**src/rtl/feeder_pkg.sv**
```systemverilog
// ============================================================================
//  Module      : feeder_pkg
//  Description : Shared state encoding and watchdog limit for inst_feeder.
//  Revision    : 1.0 - initial release
// ============================================================================
`default_nettype none

package feeder_pkg;

    typedef enum logic [3:0] {
        ST_IDLE    = 4'd0,
        ST_FETCH   = 4'd1,
        ST_LATCH   = 4'd2,
        ST_LOAD    = 4'd3,
        ST_START   = 4'd4,
        ST_WAIT_LO = 4'd5,
        ST_WAIT_HI = 4'd6,
        ST_DONE    = 4'd7,
        ST_ERR     = 4'd8
    } feeder_state_t;

    localparam int                WDOG_W     = 8;
    localparam logic [WDOG_W-1:0] WDOG_LIMIT = 8'd255;

    function automatic logic is_wait_state(input feeder_state_t s);
        return (s == ST_WAIT_LO) || (s == ST_WAIT_HI);
    endfunction

endpackage

`default_nettype wire

```
**src/rtl/feeder_watchdog.sv**
```systemverilog
// ============================================================================
//  Module      : feeder_watchdog
//  Description : Saturating cycle counter; expired once WDOG_LIMIT is reached.
//  Revision    : 1.0 - initial release
// ============================================================================
`default_nettype none

module feeder_watchdog
    import feeder_pkg::*;
(
    input  logic clk,
    input  logic reset,
    input  logic clear,
    input  logic enable,
    output logic expired
);

    logic [WDOG_W-1:0] wdog_cnt;

    always_ff @(posedge clk) begin
        if (reset || clear) begin
            wdog_cnt <= '0;
        end else if (enable && (wdog_cnt != WDOG_LIMIT)) begin
            wdog_cnt <= wdog_cnt + 1'b1;
        end
    end

    assign expired = (wdog_cnt == WDOG_LIMIT);

endmodule

`default_nettype wire

```
**src/rtl/inst_feeder.sv**
```systemverilog
// ============================================================================
//  Module      : inst_feeder
//  Description : Streams prog_len instructions from memory into a CPU via a
//                load/start/wait handshake. Optional watchdog on CPU waits is
//                enabled by defining INST_FEEDER_TIMEOUT_EN.
//  Revision    : 1.0 - initial release
// ============================================================================
`default_nettype none

module inst_feeder
    import feeder_pkg::*;
#(
    parameter int AW = 8,
    parameter int DW = 16
) (
    input  logic          clk,
    input  logic          reset,
    input  logic          start,
    input  logic [AW-1:0] prog_len,
    output logic [AW-1:0] imem_addr,
    input  logic [DW-1:0] imem_data,
    input  logic          cpu_w,
    output logic [DW-1:0] cpu_in,
    output logic          cpu_load,
    output logic          cpu_s,
    output logic          busy,
    output logic          done,
    output logic [AW-1:0] count,
    output logic          err
);

    localparam logic [AW-1:0] ADDR_ONE = {{(AW-1){1'b0}}, 1'b1};

    feeder_state_t state, state_nxt;
    logic [AW-1:0] addr, addr_nxt;
    logic [AW-1:0] count_nxt;
    logic [DW-1:0] cpu_in_nxt;
    logic          wdog_expired;

`ifdef INST_FEEDER_TIMEOUT_EN
    // Cleared outside the wait states so each instruction gets a full budget.
    feeder_watchdog u_watchdog (
        .clk     (clk),
        .reset   (reset),
        .clear   (!is_wait_state(state)),
        .enable  (is_wait_state(state)),
        .expired (wdog_expired)
    );
    assign err = (state == ST_ERR);
`else
    assign wdog_expired = 1'b0;
    assign err          = 1'b0;
`endif

    always_ff @(posedge clk) begin
        if (reset) begin
            state  <= ST_IDLE;
            addr   <= '0;
            count  <= '0;
            cpu_in <= '0;
        end else begin
            state  <= state_nxt;
            addr   <= addr_nxt;
            count  <= count_nxt;
            cpu_in <= cpu_in_nxt;
        end
    end

    always_comb begin
        state_nxt  = state;
        addr_nxt   = addr;
        count_nxt  = count;
        cpu_in_nxt = cpu_in;
        cpu_load   = 1'b0;
        cpu_s      = 1'b0;
        done       = 1'b0;
        busy       = (state != ST_IDLE);

        case (state)
            ST_IDLE: begin
                if (start) begin
                    addr_nxt  = '0;
                    count_nxt = '0;
                    state_nxt = (prog_len == '0) ? ST_DONE : ST_FETCH;
                end
            end
            ST_FETCH: begin
                state_nxt = ST_LATCH;
            end
            ST_LATCH: begin
                cpu_in_nxt = imem_data;
                state_nxt  = ST_LOAD;
            end
            ST_LOAD: begin
                cpu_load  = 1'b1;
                state_nxt = ST_START;
            end
            ST_START: begin
                // Only kick the CPU once its controller is back in its wait state.
                if (cpu_w) begin
                    cpu_s     = 1'b1;
                    state_nxt = ST_WAIT_LO;
                end
            end
            ST_WAIT_LO: begin
                if (wdog_expired) begin
                    state_nxt = ST_ERR;
                end else if (!cpu_w) begin
                    state_nxt = ST_WAIT_HI;
                end
            end
            ST_WAIT_HI: begin
                if (wdog_expired) begin
                    state_nxt = ST_ERR;
                end else if (cpu_w) begin
                    count_nxt = count + ADDR_ONE;
                    if (addr == (prog_len - ADDR_ONE)) begin
                        state_nxt = ST_DONE;
                    end else begin
                        addr_nxt  = addr + ADDR_ONE;
                        state_nxt = ST_FETCH;
                    end
                end
            end
            ST_DONE: begin
                done      = 1'b1;
                state_nxt = ST_IDLE;
            end
            ST_ERR: begin
                state_nxt = ST_ERR;
            end
            default: begin
                state_nxt = ST_IDLE;
            end
        endcase
    end

    assign imem_addr = addr;

endmodule

`default_nettype wire

```
**config.mk**
```make
export PLATFORM = sky130hd
export DESIGN_NAME = inst_feeder
export DESIGN_NICKNAME = d
export VERILOG_FILES = /design/src/rtl/feeder_pkg.sv /design/src/rtl/feeder_watchdog.sv /design/src/rtl/inst_feeder.sv
export SDC_FILE = /design/constraint.sdc
export NUM_CORES = 1
export LEC_CHECK = 0
export CORE_AREA = 4 4 88 66
export CTS_CLUSTER_DIAMETER = 60
export DETAILED_ROUTE_END_ITERATION = 10
export DIE_AREA = 0 0 92 70
export GPL_TIMING_DRIVEN = 0
export HOLD_SLACK_MARGIN = 0.03
export PLACE_DENSITY = 0.72
export SYNTH_ARGS = -nofsm -noshare
export SYNTH_HDL_FRONTEND = slang
export SYNTH_SLANG_ARGS = --single-unit
```
**constraint.sdc**
```tcl
create_clock -name clk -period 4.7 [get_ports clk]
set_input_delay 0.705 -clock clk [delete_from_list [all_inputs] [get_ports clk]]
set_output_delay 0.705 -clock clk [all_outputs]
set_load 0.01 [all_outputs]
```
==> impl_results.md, run 1 <==
* Post-DR wirelength/cell at 11.8 um
* Hold Crit Class: register to register
* DRC at 0
* Overall Global Routing Usage at 14.4%
* # hold bufs at CTS at 0
* Met3 Use GR at 3.66%
* CP Launch Type: register
* Endpoint class of the critical path: primary output
* Syn_nets at 276
* CP bufs+invs at 3
* Final min period at 2.91 ns
* Synth unique cells at 41
* Number of max-cap violations at 0
* Drt first pass iters at 4
* Final hold violations at 0
* Clk root buf: clkbuf_8
* Setup Buffers After CTS at 0
* Met2 Track Usage GR at 21.9%
* Drt via density at approximately 4.8
* M1 GR Usage at 19.8%
* Slowest cell on the critical path: clkdlybuf4s50_1
* I/O Buffers at 63
* Final wirelength at 4580 um
* Clk_lat worst skew at 0.28 ns
* Area Overhead vs Synth at 43.0%
* Ys Warns at 0
* Floorplan row count at 22
* Number of CTS-inserted buffers at 5
* Post-route setup slack at approximately 1.8 ns
* Nets at 346
* Initial Util at 38.5%
* Pwr Density at 280 mW/mm^2
* Reg area at 721 um^2
* Peak VDD IR at approximately 0.00015 V
* TNS Setup at 0 ns
* Total grt overflow at 0
* Ys flop type: dfxtp_1
* Dpl hpwl at 3540 um
* Top delay family on crit path: buffers and inverters
* Post-layout util at 55.0%
* Power, Total at between 700 and 800 uW
* Initial antenna violation count at 0
* Clk slew on worst S/H paths at 0.07 ns
* EDFF count, synth at 0
* Avg Cell Area, Syn at 7.86 um^2
* Core footprint at 0.00501 mm^2
* Yosys reg bits at 36
* Htree depth at 2
* Status: completed
* Multi-input logic area at 0.00113 mm^2
* Largest area contributor in the netlist: dfxtp_1
* Chip height at 70 um
* Synthesized area at 0.00193 mm^2
* Via count at 1870
* CP Cell Sequence: clkbuf_1 > nor4_2 > clkinv_1 > clkdlybuf4s50_1
* Worst EP arrival at 2.21 ns
* Final Setup Violations at 0
* Critical path required time at 3.99 ns
* Die W at 92 um
* Number of global-route vias before repair at 1692
* RePlAce Congestion at ~0.80
* Final period utilization at 61.9%
* Share of cells above drive strength 1 at 5.70%
* Share of the yosys chip area belonging to registers at 37.4%
* Cell Area, Placed at 0.00265 mm^2
* First-pass GRT wire length at ~7700 um
* Slew Limit Fails at 0
* CTS tree: done
* Mapped Cells at 245
* Asr flop ratio synth at 0%
* Dpl ws at 1.61 ns
* Global route hottest layer: met2
* Fill cells at 473
* # diodes at 0
* Post-detailed-route count of antenna-violating nets at 0
* Leak Pwr at 0.985 nW
* Share of the synthesized area in the top cell type at 37.4%
* Iter 0 DRT Violations at 72
* Worst slew pin tran at 0.687 ns
* CTS Buffer Depth at 2
* Slew HR at around 54%
* Clk_skew at 0.00300 ns
* I/O Pins at 65
* Max incr delay on CP at 0.57 ns
* Area contributors post-synth: dfxtp_1 (37%), nand2_1 (9.5%), a21oi_1 (8.1%)
* Fin area at 0.00276 mm^2
* Unrepaired setup endpoints after global routing: no
* F_max at about 340 MHz
* Die Area at roughly 0.0064 mm^2
* Crit-path max FO at 10
* TritonCTS Sinks at 36
* Post-CTS sizing at 0
* Count leader, synth: nand2_1
* Largest net degree at the start of global routing at 12
* Commonest cells post-synth: nand2_1 (49), dfxtp_1 (36), a21oi_1 (31), nor2_1 (21)
* WS Path Type: register to primary output
[final cells by class]
type	instances	share of cell area, %
timing repair buffer	63	22.9
sequential	36	26.2
buffer	13	2.04
inverter	5	0.681
multi-input combinational	191	41.1
clock buffer	6	2.63
clock inverter	2	1.27
tap	72	3.27
[metal layers]
layer / vias up / share of wire [%] / routed length (um)
met4: 0 / 1.4 / 63
met1: 839 / 50 / 2300
li1: 975 / - / -
met5: - / 0 / 0
met3: 7 / 6.0 / 274
met2: 49 / 43 / 1950
[state kept, by name (all words and copies together), names as in the netlist]
name       flops
count          8
cpu_in        16
imem_addr      8
state          4
[worst register-to-register path, stage by stage, from the launching register on]
cell and delay [ns]:
dfxtp_1 0.43, xor2_1 0.23, or4b_1 0.15, nand4b_1 0.15
nor4b_4 0.62, a21oi_1 0.20, mux2i_1 0.15
[placed cells by master, fill, tap and decap left out, drive strengths merged]
cell            n
and4            1
nor3            5
nand3           6
a2111o          1
o41ai           1
conb            1
nor2           21
nand4b          1
dfxtp          36
and3            4
nand4           7
clkbuf         15
xnor2           6
nor2b           1
nand3b          1
buf             4
clkdlybuf4s50  63
o211ai          1
a211oi          2
xor2            8
a21o            2
mux2i           9
clkinv          2
ha              3
inv             4
nor4b           2
or3b            1
or3             3
o21ai           8
nand2b         10
and2            1
nor4            2
a21oi          31
a21boi          2
or4b            1
nand2          49
bufinv          1
[power breakdown]
group | leakage [nW] | switching (mW) | internal, mW
logic | 0.639 | 0.0904 | 0.0850
clock network | 0.0552 | 0.108 | 0.157
registers | 0.291 | 0.0108 | 0.320
[stage by stage]
step / hold slack (ns) / std cells
after floorplan: 0.481 / 245
after global placement: 0.441 / 380
after detailed placement: 0.448 / 380
after CTS: 0.459 / 388
after global routing: 0.474 / 388
final: 0.455 / 388
[path summary, 6_finish.rpt]
path              depth (start not counted)           end  slack, ns    startpoint
setup reg to reg                          6  imem_addr[6]       2.66  imem_addr[6]
setup / recovery                          4          busy       1.79      state[0]
hold reg to reg                           2    cpu_in[10]       0.45    cpu_in[10]
hold / removal                            2    cpu_in[10]       0.45    cpu_in[10]
[cell families after synthesis]
kind of cell | count (synthesis) | share of synthesized area, %
other | 1 | 0.195
flip-flops | 36 | 37.4
AO/OA/AOI/OAI | 48 | 14.7
XOR/XNOR | 14 | 6.36
AND/OR/NAND/NOR | 116 | 30.8
adder cells (fa/ha/maj) | 3 | 1.95
buffers and inverters | 18 | 3.90
multiplexers | 9 | 4.68
Power figures use the tool's default switching activity.
==> run 2: changes to the inputs <==
==> constraint.sdc (replaced) <==
create_clock -name clk -period 2.8 [get_ports clk]
set_input_delay 0.42 -clock clk [delete_from_list [all_inputs] [get_ports clk]]
set_output_delay 0.42 -clock clk [all_outputs]
set_load 0.01 [all_outputs]
==> run 2 against run 1 <==
First-iteration DRC count is 18% higher. Die area stayed put. Cell count stayed put. Sequential cell count stayed put. Clock skew hardly changed. Clock power is 68% higher. Cell area stayed put. Global-route usage stayed put. Wire length is 0.63% lower.
==> impl_results.md, run 2 (same netlist as run 1, synthesis figures left out) <==
* TNS Setup at 0 ns (unchanged)
* Number of global-route vias before repair at 1692 (unchanged)
* Final period utilization at 89.5%
* WS Path Type: input pin to register
* Area Overhead vs Synth at 43.0% (unchanged)
* Initial Util at 38.5% (unchanged)
* Total grt overflow at 0 (unchanged)
* Core footprint at 0.00501 mm^2 (unchanged)
* Commonest non-fill, non-tap cells in the layout: clkdlybuf4s50_1 (63), nand2_1 (49), dfxtp_1 (36), a21oi_1 (31), nor2_1 (21)
* CP Launch Type: input pin
* CP Cell Sequence: clkdlybuf4s50_1 > inv_1 > ha_1 > xnor2_1 > nor2_1 > nand4_1 > nor4b_4 > a21oi_1 > mux2i_1
* CTS tree: done
* Clk slew on worst S/H paths at 0.07 ns (about the same)
* Power, Total at 1.30 mW (+68%)
* Initial antenna violation count at 0 (unchanged)
* # diodes at 0 (unchanged)
* Drt via density at 4.81 (-0.21%)
* CTS Buffer Depth at 2 (unchanged)
* Hold Crit Class: register to register
* Number of CTS-inserted buffers at 5 (unchanged)
* Max reg flops at 16 (unchanged)
* Unrepaired setup endpoints after global routing: no
* Die Area at 0.00644 mm^2 (unchanged)
* Crit path depth at 9 (+5)
* Nets at 346 (unchanged)
* Peak VDD IR at 0.000254 V (+68%)
* Leak Pwr at 0.989 nW (+0.33%)
* I/O Buffers at 63 (unchanged)
* P_sw at 351 uW (+68%)
* Final wirelength at 4560 um (-0.63%)
* Hold wc startpoint: cpu_in[10]
* Clk root buf: clkbuf_8
* Slew HR at 53.9% (about the same)
* Post-DR wirelength/cell at 11.7 um (-0.63%)
* Crit-path max FO at 10 (unchanged)
* TritonCTS Sinks at 36 (unchanged)
* Worst slew pin tran at 0.687 ns (-0.000000596 ns)
* Largest Register: cpu_in
* Net Sw Frac at 27.1% (about the same)
* Top delay family on crit path: simple AND/OR/NAND/NOR gates
* Combinational Power Share at 22.8% (about the same)
* Final min period at 2.50 ns
* Slowest cell on the critical path: nor4b_4
* First-pass GRT wire length at 7710 um (unchanged)
* I/O Pins at 65 (unchanged)
* Clock power share at 34.4% (about the same)
* Largest net degree at the start of global routing at 12 (unchanged)
* Floorplan row count at 22 (unchanged)
* Setup slack, reg-to-reg at 0.78 ns (-1.88 ns)
* CP bufs+invs at 2 (-1)
* Post-layout util at 55.0% (unchanged)
* Pwr Density at 470 mW/mm^2 (+68%)
* Chip height at 70 um (unchanged)
* Flop pwr share at 42.8% (about the same)
* Final Setup Violations at 0 (unchanged)
* Commonest non-fill, non-tap cell in the layout: clkdlybuf4s50_1
* Dpl hpwl at 3540 um (unchanged)
* Clk_lat worst skew at 0.28 ns (about the same)
* Share of cells above drive strength 1 at 6.01% (+0.32 points)
* Via count at 1866 (-0.21%)
* Post-detailed-route count of antenna-violating nets at 0 (unchanged)
* Min-Delay Endpoint: cpu_in[10]
* RR Startpoint: imem_addr[6]
* RePlAce Congestion at 0.804 (unchanged)
* Max incr delay on CP at 0.59 ns (+0.02 ns)
* Slew Limit Fails at 0 (unchanged)
* Clk_skew at 0.00332 ns (+0.000325 ns)
* Number of max-cap violations at 0 (unchanged)
* Critical path required time at 2.97 ns (-1.02 ns)
* P_int at 944 uW (+68%)
* Drt first pass iters at 4 (unchanged)
* Die W at 92 um (unchanged)
* Final hold violations at 0 (unchanged)
* Worst R2R Path Depth at 6 (unchanged)
* DRC at 0 (unchanged)
* Cells on Worst Hold Path at 2 (unchanged)
* Worst EP arrival at 2.68 ns (+0.47 ns)
* Endpoint class of the critical path: register
* F_max at 399 MHz
* Status: completed
* Setup Buffers After CTS at 0 (unchanged)
* Overall Global Routing Usage at 14.4% (unchanged)
* RR Endpoint: imem_addr[6]
* Htree depth at 2 (unchanged)
* Iter 0 DRT Violations at 85 (+18%)
run 2: cell count changes in the layout (fill, tap and decap cells not counted), sizes merged:
| cell | before | now |
|---|---|---|
| clkinv | 2 | 1 |
| inv | 4 | 5 |
run 2: worst max-delay path by stage:
stage	endpoint	from	slack [ns]
2_1_floorplan	imem_addr[2]	prog_len[0]	0.83
3_3_place_gp	imem_addr[6]	prog_len[0]	0.03
3_5_place_dp	imem_addr[6]	prog_len[0]	-0.008
4_1_cts	busy	state[0]	0.17
5_1_grt	imem_addr[2]	prog_len[0]	0.12
6_report	imem_addr[6]	prog_len[0]	0.30
run 2: through the flow:
step / instances / hold WS, ns / setup slack, ns / area [um^2]
after floorplan: 245 / 0.481 / 0.832 / 1930
after global placement: 380 / 0.441 / 0.0300 / 2650
after detailed placement: 380 / 0.448 / -0.00783 / 2650
after CTS: 388 / 0.459 / 0.174 / 2760
after global routing: 388 / 0.474 / 0.118 / 2760
final: 388 / 0.455 / 0.295 / 2760
run 2: worst reg2reg max path, delay by kind of cell (launching register included):
kind                      cells  cell delay (ns)
AOI/OAI and AO/OA             1             0.20
xor gates and xnor gates      1             0.23
DFF                           1             0.42
muxes                         1             0.15
and+or+nand+nor               3             0.91
run 2: repair_timing:
| item | in CTS | in global routing |
|---|---|---|
| resized for setup | 0 | 1 |
| hold buffers | 0 | 0 |
| endpoints found under the setup margin | 0 | 1 |
run 2: layout make-up:
class	instances	area [um^2]
well taps	72	90.1
clock buffers	6	72.6
fillers	473	2250
clock inverters	2	35.0
flip-flops and latches	36	721
repair buffers	63	631
multi-input cells	191	1130
plain buffers	13	56.3
inverters	5	18.8
run 2: routing by layer:
layer  part of all wire [%]  GRT usage, %  vias to the layer above
li1                       -             -                      976
met4                    1.4          4.45                        0
met2                     43          21.9                       39
met1                     50          19.8                      844
met5                      0             0                        -
met3                    5.2          3.66                        7
run 2: power by group through the flow:
stage | Sequential [mW] | Clock, mW | Combinational, mW
2_1_floorplan | 0.573 | 0 | 0.160
3_3_place_gp | 0.566 | 0 | 0.295
3_5_place_dp | 0.567 | 0 | 0.294
4_1_cts | 0.555 | 0.458 | 0.297
5_1_grt | 0.559 | 0.472 | 0.327
6_report | 0.555 | 0.446 | 0.295
